`config.mk`:
```
export PLATFORM = sky130hd
export DESIGN_NAME = countdown_timer_ctrl
export DESIGN_NICKNAME = d
export VERILOG_FILES = /design/src/rtl/countdown_pkg.sv /design/src/rtl/key_debounce.sv /design/src/rtl/countdown_timer_ctrl.sv
export SDC_FILE = /design/constraint.sdc
export NUM_CORES = 1
export LEC_CHECK = 0
export CAP_MARGIN = 20
export CORE_MARGIN = 2
export CORE_UTILIZATION = 35
export DETAILED_ROUTE_END_ITERATION = 12
export PLACE_DENSITY = 0.52
export SLEW_MARGIN = 10
export SYNTH_ARGS = -nofsm -noshare
export SYNTH_HDL_FRONTEND = slang
export SYNTH_SLANG_ARGS = --single-unit
```
`constraint.sdc`:
```
create_clock -name CLK -period 10.6 [get_ports CLK]
set_clock_uncertainty 0.05 [all_clocks]
set_input_delay 2.12 -clock CLK [delete_from_list [all_inputs] [get_ports CLK]]
set_output_delay 2.12 -clock CLK [all_outputs]
set_load 0.02 [all_outputs]
```
`src/rtl/countdown_pkg.sv`:
```
// Shared types and helpers for the countdown timer: FSM states, BCD count
// layout, seven-segment encoding and BCD digit clamping.
package countdown_pkg;

  typedef enum logic [1:0] {
    IDLE  = 2'd0,
    RUN   = 2'd1,
    PAUSE = 2'd2,
    DONE  = 2'd3
  } state_e;

  // Count held as three BCD digits, displayed as SS.t
  typedef struct packed {
    logic [3:0] tens;
    logic [3:0] ones;
    logic [3:0] tenths;
  } bcd_count_t;

  // Active-low segments {dp,g,f,e,d,c,b,a}; all ones is a dark digit
  localparam logic [7:0] SEG_BLANK   = 8'hFF;
  // AND mask that lights the decimal point after the ones digit
  localparam logic [7:0] SEG_DP_MASK = 8'h7F;

  // Digit 0-9 to active-low segment code; anything else is dark
  function automatic logic [7:0] seg7(input logic [3:0] digit);
    logic [7:0] code;
    case (digit)
      4'd0:    code = 8'hC0;
      4'd1:    code = 8'hF9;
      4'd2:    code = 8'hA4;
      4'd3:    code = 8'hB0;
      4'd4:    code = 8'h99;
      4'd5:    code = 8'h92;
      4'd6:    code = 8'h82;
      4'd7:    code = 8'hF8;
      4'd8:    code = 8'h80;
      4'd9:    code = 8'h90;
      default: code = SEG_BLANK;
    endcase
    return code;
  endfunction

  // Switch nibbles above 9 are not valid BCD; treat them as 9
  function automatic logic [3:0] bcd_clamp(input logic [3:0] nibble);
    return (nibble > 4'd9) ? 4'd9 : nibble;
  endfunction

endpackage

```
`src/rtl/key_debounce.sv`:
```
// Push-key conditioner: two-flop synchroniser, level debounce and a
// single-cycle pulse on each accepted press (high-to-low of the active-low key).
module key_debounce #(
  parameter int DEB_CYCLES = 500_000
) (
  input  logic i_clk,
  input  logic i_rst,
  input  logic i_key_n,
  output logic o_press
);

  localparam int CW = (DEB_CYCLES > 1) ? $clog2(DEB_CYCLES) : 1;
  // Counter value at which the DEB_CYCLES-th differing sample is seen
  localparam logic [CW-1:0] CNT_LAST = CW'(DEB_CYCLES - 1);

  logic          r_sync1;
  logic          r_sync2;
  logic          r_level;
  logic [CW-1:0] r_cnt;
  logic          r_press;

  // Bring the asynchronous key into the clock domain; idle is released (1)
  always_ff @(posedge i_clk or posedge i_rst) begin
    if (i_rst) begin
      r_sync1 <= 1'b1;
      r_sync2 <= 1'b1;
    end else begin
      r_sync1 <= i_key_n;
      r_sync2 <= r_sync1;
    end
  end

  // Accept a new level only after it has differed from the accepted level for
  // DEB_CYCLES consecutive samples; any agreeing sample restarts the count
  always_ff @(posedge i_clk or posedge i_rst) begin
    if (i_rst) begin
      r_level <= 1'b1;
      r_cnt   <= '0;
      r_press <= 1'b0;
    end else begin
      r_press <= 1'b0;
      if (r_sync2 != r_level) begin
        if (r_cnt == CNT_LAST) begin
          r_level <= r_sync2;
          r_cnt   <= '0;
          r_press <= ~r_sync2;
        end else begin
          r_cnt <= r_cnt + 1'b1;
        end
      end else begin
        r_cnt <= '0;
      end
    end
  end

  assign o_press = r_press;

endmodule

```
`src/rtl/countdown_timer_ctrl.sv`:
```
// Countdown timer controller: BCD preset 00-99 s from switches, 0.1 s
// countdown, start/pause and clear keys, SS.t on three seven-segment digits.
module countdown_timer_ctrl
  import countdown_pkg::*;
#(
  parameter int TICK_DIV   = 5_000_000,
  parameter int DEB_CYCLES = 500_000
) (
  input  logic       CLK,
  input  logic       RST,
  input  logic       key_start_n,
  input  logic       key_clear_n,
  input  logic [7:0] preset,
  output logic [7:0] hex2,
  output logic [7:0] hex1,
  output logic [7:0] hex0,
  output logic       led_run,
  output logic       led_done,
  output logic       done_pulse
);

  localparam int PW = (TICK_DIV > 1) ? $clog2(TICK_DIV) : 1;
  localparam logic [PW-1:0] PRESC_LAST = PW'(TICK_DIV - 1);

  logic          w_start;
  logic          w_clear;
  logic          w_tick;
  logic          w_count_zero;
  logic          w_dec_zero;
  state_e        r_state;
  state_e        w_state_nxt;
  bcd_count_t    r_count;
  bcd_count_t    w_count_nxt;
  bcd_count_t    w_count_dec;
  bcd_count_t    w_count_preset;
  logic [PW-1:0] r_presc;
  logic [7:0]    r_hex2;
  logic [7:0]    r_hex1;
  logic [7:0]    r_hex0;
  logic          r_led_run;
  logic          r_led_done;
  logic          r_done_pulse;

  key_debounce #(.DEB_CYCLES(DEB_CYCLES)) u_deb_start (
    .i_clk   (CLK),
    .i_rst   (RST),
    .i_key_n (key_start_n),
    .o_press (w_start)
  );

  key_debounce #(.DEB_CYCLES(DEB_CYCLES)) u_deb_clear (
    .i_clk   (CLK),
    .i_rst   (RST),
    .i_key_n (key_clear_n),
    .o_press (w_clear)
  );

  assign w_count_preset = {bcd_clamp(preset[7:4]), bcd_clamp(preset[3:0]), 4'd0};
  assign w_count_zero   = (r_count == '0);
  assign w_dec_zero     = (w_count_dec == '0);
  assign w_tick         = (r_state == RUN) && (r_presc == PRESC_LAST);

  // Prescaler runs only in RUN so each RUN entry begins a full tick period
  always_ff @(posedge CLK or posedge RST) begin
    if (RST) begin
      r_presc <= '0;
    end else if (r_state == RUN) begin
      r_presc <= w_tick ? '0 : r_presc + 1'b1;
    end else begin
      r_presc <= '0;
    end
  end

  // BCD decrement by one tenth with borrows; holds at 00.0 so it never wraps
  always_comb begin
    w_count_dec = r_count;
    if (!w_count_zero) begin
      if (r_count.tenths != 4'd0) begin
        w_count_dec.tenths = r_count.tenths - 4'd1;
      end else begin
        w_count_dec.tenths = 4'd9;
        if (r_count.ones != 4'd0) begin
          w_count_dec.ones = r_count.ones - 4'd1;
        end else begin
          w_count_dec.ones = 4'd9;
          w_count_dec.tens = r_count.tens - 4'd1;
        end
      end
    end
  end

  // Next state and next count; clear outranks every other event
  always_comb begin
    w_state_nxt = r_state;
    w_count_nxt = r_count;
    case (r_state)
      IDLE: begin
        w_count_nxt = w_count_preset;
        if (w_clear)      w_state_nxt = IDLE;
        else if (w_start) w_state_nxt = w_count_zero ? DONE : RUN;
      end
      RUN: begin
        if (w_clear) begin
          w_state_nxt = IDLE;
        end else begin
          if (w_tick) w_count_nxt = w_count_dec;
          // A tick reaching zero wins over a simultaneous pause request
          if (w_tick && w_dec_zero) w_state_nxt = DONE;
          else if (w_start)         w_state_nxt = PAUSE;
        end
      end
      PAUSE: begin
        if (w_clear)      w_state_nxt = IDLE;
        else if (w_start) w_state_nxt = RUN;
      end
      DONE: begin
        w_count_nxt = '0;
        if (w_clear || w_start) w_state_nxt = IDLE;
      end
      default: begin
        w_state_nxt = IDLE;
      end
    endcase
  end

  // State and count registers
  always_ff @(posedge CLK or posedge RST) begin
    if (RST) begin
      r_state <= IDLE;
      r_count <= '0;
    end else begin
      r_state <= w_state_nxt;
      r_count <= w_count_nxt;
    end
  end

  // Registered display/LEDs trail state and count by one cycle; done_pulse is
  // taken from the transition so it coincides with the first DONE cycle
  always_ff @(posedge CLK or posedge RST) begin
    if (RST) begin
      r_hex2       <= SEG_BLANK;
      r_hex1       <= SEG_BLANK;
      r_hex0       <= SEG_BLANK;
      r_led_run    <= 1'b0;
      r_led_done   <= 1'b0;
      r_done_pulse <= 1'b0;
    end else begin
      r_hex2       <= seg7(r_count.tens);
      r_hex1       <= seg7(r_count.ones) & SEG_DP_MASK;
      r_hex0       <= seg7(r_count.tenths);
      r_led_run    <= (r_state == RUN);
      r_led_done   <= (r_state == DONE);
      r_done_pulse <= (w_state_nxt == DONE) && (r_state != DONE);
    end
  end

  assign hex2       = r_hex2;
  assign hex1       = r_hex1;
  assign hex0       = r_hex0;
  assign led_run    = r_led_run;
  assign led_done   = r_led_done;
  assign done_pulse = r_done_pulse;

endmodule

```
==> flow_summary.ini <==
[outcome]
status = finished clean

[placement]
gp_congestion = 0.810
detailed_place_hpwl_um = 7600
portBuffers = 36
dp.cells = 776

[flow_run]
cap_violations = 0

[worst_setup_path]
worstPathCellList = clkdlybuf4s50_1
path_depth = 1
cp-start-kind = flop
required_ns = 8.43
rr_worst_depth = 6
critPathBufInv = 1
crit_type = reg -> out
crit_end = hex1[3]
crit_path_max_incr_delay_ns = 0.59
r2r_start = r_presc[10]
crit_start = hex1[3]
arrival_ns = 1.47
cp_top_family = buffers and inverters
worstPathMaxFanout = 1
cp_slowest_cell = clkdlybuf4s50_1
regToRegEndpoint = r_count[8]
worst-r2r-setup-slack_ns = 7.43
worstSetupEndpointType = output pin

[route]
drt-total-wl_um = 11200
ant_nets = 0
vias = 4124
vias_per_cell = 5.20
dr.pass1.iters = 5
post-route-drc-count = 0
dr.first_iter.drc_count = 217
wl_per_cell_um = 14.1

[final_layout]
multi_input_area_um2 = 2530
area_delta_synth_final_pct = 15.4
fin_cells = 793
nets = 631
drive_gt1_share_pct = 10.1
regArea_um2 = 2740
n_fill_cell = 1493
diodes = 0
final_util_pct = 41.2

[logic_synthesis]
syn_inst = 570
syn_avg_cell_area_um2 = 9.53
synth.cell_area_um2 = 5430
synth_top_area_share_pct = 36.9
yosysWarningCount = 0
yosys.cell_types.count = 52
synth_edf_count = 0
synth-main-ff-cell = dfrtp_1
async_flop_share_pct = 100
ys_seq_area_share_pct = 50.4
synth.area.top_cells = dfrtp_1 (37%), dfstp_2 (14%), nor2_1 (6.5%), xnor2_1 (4.8%), xor2_1 (4.5%)
yosys_register_bits = 108
synth_largest_area_cell = dfrtp_1

[timing]
period_needed_ns = 3.64
tightestPinTransition_ns = 0.907
max_freq_mhz = 275
min_period_over_period_pct = 34.3
fin_setup_tns_ns = 0
setup_violations = 0
rsz0062_at_grt = false
report.final.hold_viol_count = 0
drv_slew = 0
hold_ws_ns = 0.308
max-slew-margin-rel_pct = 39.4

[clock_tree]
cts_inserted_buffers = 9
ctsLongestPathBuffers = 2
cts.sink_count = 108
clock_latency_ns = 0.35
post-cts-setup-buffers = 0
cts_max_level = 3
cts_hold_buf = 0
clk_pin_slew_ns = 0.07
cts_resized = 0
cts_root_buf = clkbuf_16
cts_tree = yes

[floorplan]
fp.dieW_um = 129
dieArea_um2 = 16500
start_util_pct = 35.7
core.rowCount = 45
ios = 39
core_area_um2 = 15200
die_height_um = 129

[min_path]
hold_class = reg -> reg
hold_start = u_deb_start.r_sync1

[power]
power_uw = 837
ir_drop_mv = 0.107
pwr_density_cell_nw_per_um2 = 134
leakage_uw = 0.00255

[global_routing]
antenna_found_initial = 0
grt_pass1_wl_um = 19400
grt_max_degree = 73
track_usage_pct = 14.6
grt_pass1_vias = 4011
gr-total-overflow = 0
final cells by class:
| class | count | area share (%) |
|---|---|---|
| Tap cell | 188 | 3.75 |
| Inverter | 23 | 1.42 |
| Timing Repair Buffer | 39 | 6.07 |
| Sequential cell | 108 | 43.7 |
| Clock inverter | 6 | 1.12 |
| Multi-Input combinational cell | 419 | 40.3 |
| Clock buffer | 10 | 3.65 |
per-layer routing:
metal / track usage [%] / wire (um) / up-vias
met5: 0 / 0 / -
met4: 4.60 / 136 / 0
met3: 3.58 / 412 / 11
met2: 23.9 / 5360 / 77
met1: 19.1 / 5250 / 2018
li1: - / - / 2018
cell families (layout without fill, tap and decap cells):
| logic type | count (synthesis) | after routing | synth area share, % |
|---|---|---|---|
| AOI/OAI and AO/OA | 89 | 89 | 9.54 |
| DFF | 108 | 108 | 50.4 |
| xor gates and xnor gates | 58 | 58 | 9.35 |
| buffers and inverters | 44 | 78 | 3.20 |
| and+or+nand+nor | 246 | 246 | 22.2 |
| adders and majority gates | 19 | 19 | 4.38 |
| other | 2 | 3 | 0.138 |
| muxes | 4 | 4 | 0.806 |
registers in the layout (all words and copies together), names as in the netlist, 2 cells and up:
signal	count
r_presc	23
r_count	12
hex2	7
u_deb_start.r_cnt	19
hex1	8
r_state	2
hex0	7
u_deb_clear.r_cnt	19
report_power, final:
group | total, uW | internal (uW) | switching (uW)
combinational | 59.4 | 24.4 | 34.9
sequential | 435 | 426 | 8.66
clock | 343 | 186 | 157
worst min path at each step:
| stage | cells past startpoint | slack, ns | to |
|---|---|---|---|
| detailed placement | 0 | 0.30 | u_deb_start.r_sync2 |
| CTS | 0 | 0.31 | u_deb_start.r_sync2 |
| global route | 0 | 0.32 | u_deb_clear.r_sync2 |
| floorplan | 0 | 0.30 | u_deb_clear.r_sync2 |
| global placement | 0 | 0.30 | u_deb_start.r_sync2 |
| finish | 0 | 0.31 | u_deb_start.r_sync2 |
stage by stage:
step	instance area [um2]	worst slack [ns]
2_1_floorplan	5440	5.63
6_report	6270	6.96
3_3_place_gp	5970	6.70
4_1_cts	6260	6.93
3_5_place_dp	5970	6.64
5_1_grt	6270	6.85
Yosys cell counts, types with 15 or more instances:
| cell | n |
|---|---|
| nor3_1 | 15 |
| a21oi_1 | 28 |
| xnor2_1 | 30 |
| nand2_1 | 40 |
| clkbuf_1 | 15 |
| nand3_1 | 25 |
| ha_1 | 19 |
| o21ai_0 | 31 |
| dfstp_2 | 28 |
| inv_1 | 23 |
| dfrtp_1 | 80 |
| nor2_1 | 94 |
| xor2_1 | 28 |
cells in the final DEF, fill, tap and decap left out, types with 4 or more instances in the layout:
master and n:
clkbuf_16 9, nand2_1 40, dfrtp_1 80, and4_1 5
inv_1 22, or2_2 4, or3_1 4, ha_1 19
nor2_1 94, nor3_1 15, dfstp_2 28, xnor2_1 30
a21oi_1 28, clkdlybuf4s50_1 36, nor2b_1 4, nor4_1 11
and3_1 10, nor3b_1 6, xor2_1 28, nand3_1 25
o21ai_0 31, nand4_1 11, a31oi_1 8
No activity file was read; power rests on OpenSTA's default activity.
